File: src/rtl/fetch_sequencer.sv
// Fetch control FSM: steers the PC register, issues one imem request
// at a time and holds the fetched instruction until decode takes it.
module fetch_sequencer #(
    parameter int              XLEN     = 32,
    parameter logic [XLEN-1:0] RESET_PC = '0
) (
    input  logic            clock,
    input  logic            reset_n,
    input  logic [XLEN-1:0] pc,
    output logic            pc_inc,
    output logic            pc_load,
    output logic [XLEN-1:0] pc_load_value,
    output logic            imem_req_valid,
    input  logic            imem_req_ready,
    output logic [XLEN-1:0] imem_addr,
    input  logic            imem_rsp_valid,
    input  logic [31:0]     imem_rsp_data,
    output logic            inst_valid,
    input  logic            inst_ready,
    output logic [31:0]     inst_data,
    output logic [XLEN-1:0] inst_pc,
    input  logic            redirect_valid,
    input  logic [XLEN-1:0] redirect_target,
    input  logic            stall,
    output logic            fault
);

    typedef enum logic [2:0] {
        BOOT,
        REQ,
        WAIT,
        DRAIN,
        HOLD,
        FAULT
    } state_t;

    state_t state;
    logic   misaligned;

    assign misaligned = pc[1:0] != 2'b00;
    assign imem_addr  = pc;

    always_comb begin
        pc_inc         = 1'b0;
        pc_load        = 1'b0;
        pc_load_value  = redirect_target;
        imem_req_valid = 1'b0;
        inst_valid     = 1'b0;
        case (state)
            BOOT: begin
                // PC register has no reset, so keep loading it while in reset
                pc_load       = 1'b1;
                pc_load_value = RESET_PC;
            end
            REQ: begin
                if (!misaligned) begin
                    if (redirect_valid) begin
                        pc_load = 1'b1;
                    end else if (!stall) begin
                        imem_req_valid = 1'b1;
                    end
                end
            end
            WAIT, DRAIN: begin
                pc_load = redirect_valid;
            end
            HOLD: begin
                inst_valid = !redirect_valid;
                pc_load    = redirect_valid;
                pc_inc     = !redirect_valid && inst_ready;
            end
            default: begin
                pc_load = 1'b0;
            end
        endcase
    end

    always_ff @(posedge clock or negedge reset_n) begin
        if (!reset_n) begin
            state     <= BOOT;
            inst_data <= '0;
            inst_pc   <= '0;
            fault     <= 1'b0;
        end else begin
            case (state)
                BOOT: begin
                    state <= REQ;
                end
                REQ: begin
                    if (misaligned) begin
                        state <= FAULT;
                        fault <= 1'b1;
                    end else if (!redirect_valid && !stall &&
                                 imem_req_ready) begin
                        state <= WAIT;
                    end
                end
                WAIT: begin
                    if (redirect_valid) begin
                        state <= imem_rsp_valid ? REQ : DRAIN;
                    end else if (imem_rsp_valid) begin
                        inst_data <= imem_rsp_data;
                        inst_pc   <= pc;
                        state     <= HOLD;
                    end
                end
                DRAIN: begin
                    // stale response is discarded; redirects here only reload pc
                    if (imem_rsp_valid) begin
                        state <= REQ;
                    end
                end
                HOLD: begin
                    if (redirect_valid || inst_ready) begin
                        state <= REQ;
                    end
                end
                FAULT: begin
                    state <= FAULT;
                end
                default: begin
                    state <= BOOT;
                end
            endcase
        end
    end

endmodule

File: config.mk
export PLATFORM = sky130hd
export DESIGN_NAME = fetch_sequencer
export DESIGN_NICKNAME = d
export VERILOG_FILES = /design/src/rtl/fetch_sequencer.sv
export SDC_FILE = /design/constraint.sdc
export NUM_CORES = 1
export LEC_CHECK = 0
export ABC_AREA = 1
export CAP_MARGIN = 40
export CELL_PAD_IN_SITES_DETAIL_PLACEMENT = 0
export CELL_PAD_IN_SITES_GLOBAL_PLACEMENT = 1
export CORE_ASPECT_RATIO = 1.1
export CORE_MARGIN = 4
export CORE_UTILIZATION = 25
export DETAILED_ROUTE_END_ITERATION = 10
export GPL_TIMING_DRIVEN = 1
export PLACE_DENSITY = 0.9
export SYNTH_ARGS = -nofsm -noshare
export SYNTH_HDL_FRONTEND = slang
export SYNTH_SLANG_ARGS = --single-unit
export TNS_END_PERCENT = 30
File: constraint.sdc
create_clock -name clock -period 1.4 [get_ports clock]
set_input_delay 0.14 -clock clock [delete_from_list [all_inputs] [get_ports clock]]
set_output_delay 0.14 -clock clock [all_outputs]
set_load 0.005 [all_outputs]
==> flow_summary.json <==
{
  "htree_levels": 3,
  "wire_per_inst_um": 13.35,
  "fp.dieH_um": 134.6,
  "leakage_nw": 3.453,
  "vias": 3455,
  "cts_inserted_buffers": 9,
  "synth_warnings": 0,
  "dieArea_um2": 16570,
  "synth-seq-cells": 68,
  "gp_congestion": 0.7530,
  "grt_antenna_before_repair": 0,
  "dieWidth_um": 123.1,
  "start_kind": "flip-flop",
  "setup_viol": 102,
  "grt_usage": 0.1269,
  "hp-class": "primary input to asynchronous set/reset pin",
  "grt_max_degree": 37,
  "tritoncts": "done",
  "ys_types": 18,
  "synth_area_per_cell_um2": 8.510,
  "stdcell_count": 873,
  "numPortBuffers": 235,
  "slew_viol_final": 0,
  "cts_num_sinks": 68,
  "pre_cts_slack_ps": -308.7,
  "fin_nets": 779,
  "violations": "negative setup slack",
  "rsz0062_at_grt": "yes",
  "finClkSkew_ps": 3.665,
  "drc": 0,
  "yosysSeqAreaShare": 0.4672,
  "drive_above_1_share": 0.3289,
  "status": "finished, violations left",
  "finalCritPeriodShare": 1.139,
  "tns_ps": -12480,
  "root_buffer": "clkbuf_16",
  "dr.pass1.iters": 6,
  "syn_area_um2": 3642,
  "wirelength_mm": 11.66,
  "dp_cells": 836,
  "hpwl_mm": 8.283,
  "antenna_cells": 0,
  "synth_cells": 428,
  "power.total_w": 0.01105,
  "fp.coreArea_um2": 14330,
  "crit_type": "flip-flop to output pin",
  "grt_pass1_vias": 3405,
  "initial_utilization": 0.2541,
  "rows": 46,
  "endpoint_kind": "output pin",
  "crit_required_ps": 1260,
  "max_freq_mhz": 627.0,
  "crit_fanout": 8,
  "final_hold_viol_count": 0,
  "final_util": 0.4755,
  "via_per_inst": 3.958,
  "num-fill-cells": 1354,
  "syn2layout_area_growth_pct": 87.08,
  "worstPathArrival_ps": 1450,
  "vdd_drop_max_mv": 0.6218,
  "tightest_slew_ps": 311.5,
  "timing.slew.headroom": 0.7917,
  "cap_violations": 0,
  "drtAntennaViolNets": 0,
  "grt_pass1_wl_mm": 16.46,
  "drt_iter0_drc": 87,
  "setup_slack_ps": -194.9,
  "clock_latency_ps": 330,
  "ios": 236,
  "clockBufferDepth": 2,
  "grt-ovfl-total": 0,
  "period_minus_slack_ps": 1595,
  "power_density_nw_per_um2": 1621,
  "clk_pin_slew_ps": 60,
  "synth_nets": 531
}
## cell families (layout without fill, tap and decap cells)
family	count (synthesis)	in the layout	synth area share
AND/OR/NAND/NOR	134	135	0.1474
AO/OA/AOI/OAI	69	69	0.1615
buffers and inverters	157	409	0.2240
flip-flops	68	68	0.4672
## placed cells by master, fill, tap and decap left out, types with 3 or more instances in the layout
cell,synthesis,final
buf_12,0,9
buf_2,4,32
buf_4,33,26
buf_6,13,9
clkbuf_16,0,13
clkdlybuf4s50_1,0,191
dfrtp_1,68,68
dlymetal6s2s_1,0,6
inv_1,106,101
inv_2,1,4
nand2_1,78,47
nand2_2,0,29
nand3_1,7,6
nand3_4,0,3
nor2_1,44,29
nor2_2,0,13
o21ai_2,64,64
## state kept, by name, indices dropped and copies added (netlist names)
register and flops:
inst_pc 32, fault 1, inst_data 32, state 3
## critical path, stage by stage, from the launching register on
cell and delay (ps):
dfrtp_1 400, nor2_2 150, nand2_2 90, inv_4 100
buf_12 120, buf_16 110, nor2_1 40, buf_2 120
## metrics by stage
| step | hold slack [ps] | cell area [µm²] |
|---|---|---|
| floorplan | -155.6 | 3642 |
| global placement | 40.35 | 6108 |
| detailed placement | 36.03 | 6108 |
| CTS | 221.8 | 6530 |
| global route | 274.9 | 6814 |
| finish | 255.7 | 6814 |
## area by class of cell
type,count,area (µm²),area share
repair buffers,286,2849,0.4181
inverters,107,409.1,0.06004
clock inverters,5,58.81,0.008630
clock buffers,11,252.7,0.03709
well taps,192,240.2,0.03526
multi-input cells,204,1303,0.1911
flip-flops and latches,68,1702,0.2497
## cells in the mapped netlist
cell	n	area (µm²)
o211ai_1	1	7.510
o21ai_0	2	10.01
nor3_4	1	16.27
buf_2	4	20.02
nand4_1	1	6.260
nor2_1	44	165.2
nand3_2	1	10.01
inv_2	1	3.750
inv_1	106	397.9
o21ai_2	64	560.5
dfrtp_1	68	1702
nor3_1	1	5.000
buf_6	13	146.4
a21oi_1	2	10.01
nand2_1	78	292.8
buf_4	33	247.7
nor4_1	1	6.260
nand3_1	7	35.03
## report_power, final
part	switching, W	total (W)	internal, W	leakage (nW)
combinational	0.00215	0.00549	0.00334	2.40
sequential	0.000456	0.00321	0.00275	0.905
clock	0.000872	0.00235	0.00148	0.148
total	0.00347	0.0110	0.00757	3.45
## routing by layer
layer  global-route usage  vias up  wire length (µm)  part of all wire
met3              0.04734       14              1231              0.11
met1               0.1240     1544              4082              0.35
met2               0.2388      162              6153              0.53
met5                    0        -                 0                 0
met4              0.04862        0               190             0.016
li1                     -     1735                 -                 -
## final timing paths
path / slack [ps] / start / depth (start not counted) / to
max in group asynchronous: 630 / reset_n / 3 / inst_pc[5]$_DFFE_PN0P_
max reg2reg: -140 / state[1]$_DFFE_PN0P_ / 9 / inst_pc[21]$_DFFE_PN0P_
min: 260 / reset_n / 2 / inst_data[4]$_DFFE_PN0P_
max: -190 / state[1]$_DFFE_PN0P_ / 7 / pc_load_value[5]
min reg2reg: 460 / fault$_DFFE_PN0P_ / 2 / fault$_DFFE_PN0P_
min in group clock: 350 / imem_rsp_data[8] / 3 / inst_data[8]$_DFFE_PN0P_
## timing repair
action / CTS / global route
endpoints found under the hold margin: 52 / 0
hold buffers: 1 / 0
setup buffers: 11 / 2
gates cloned: 3 / 6
setup endpoints to repair: 101 / 109
pin swaps: 7 / 9
resized for setup: 167 / 66
(Power assumes the default switching activity.)
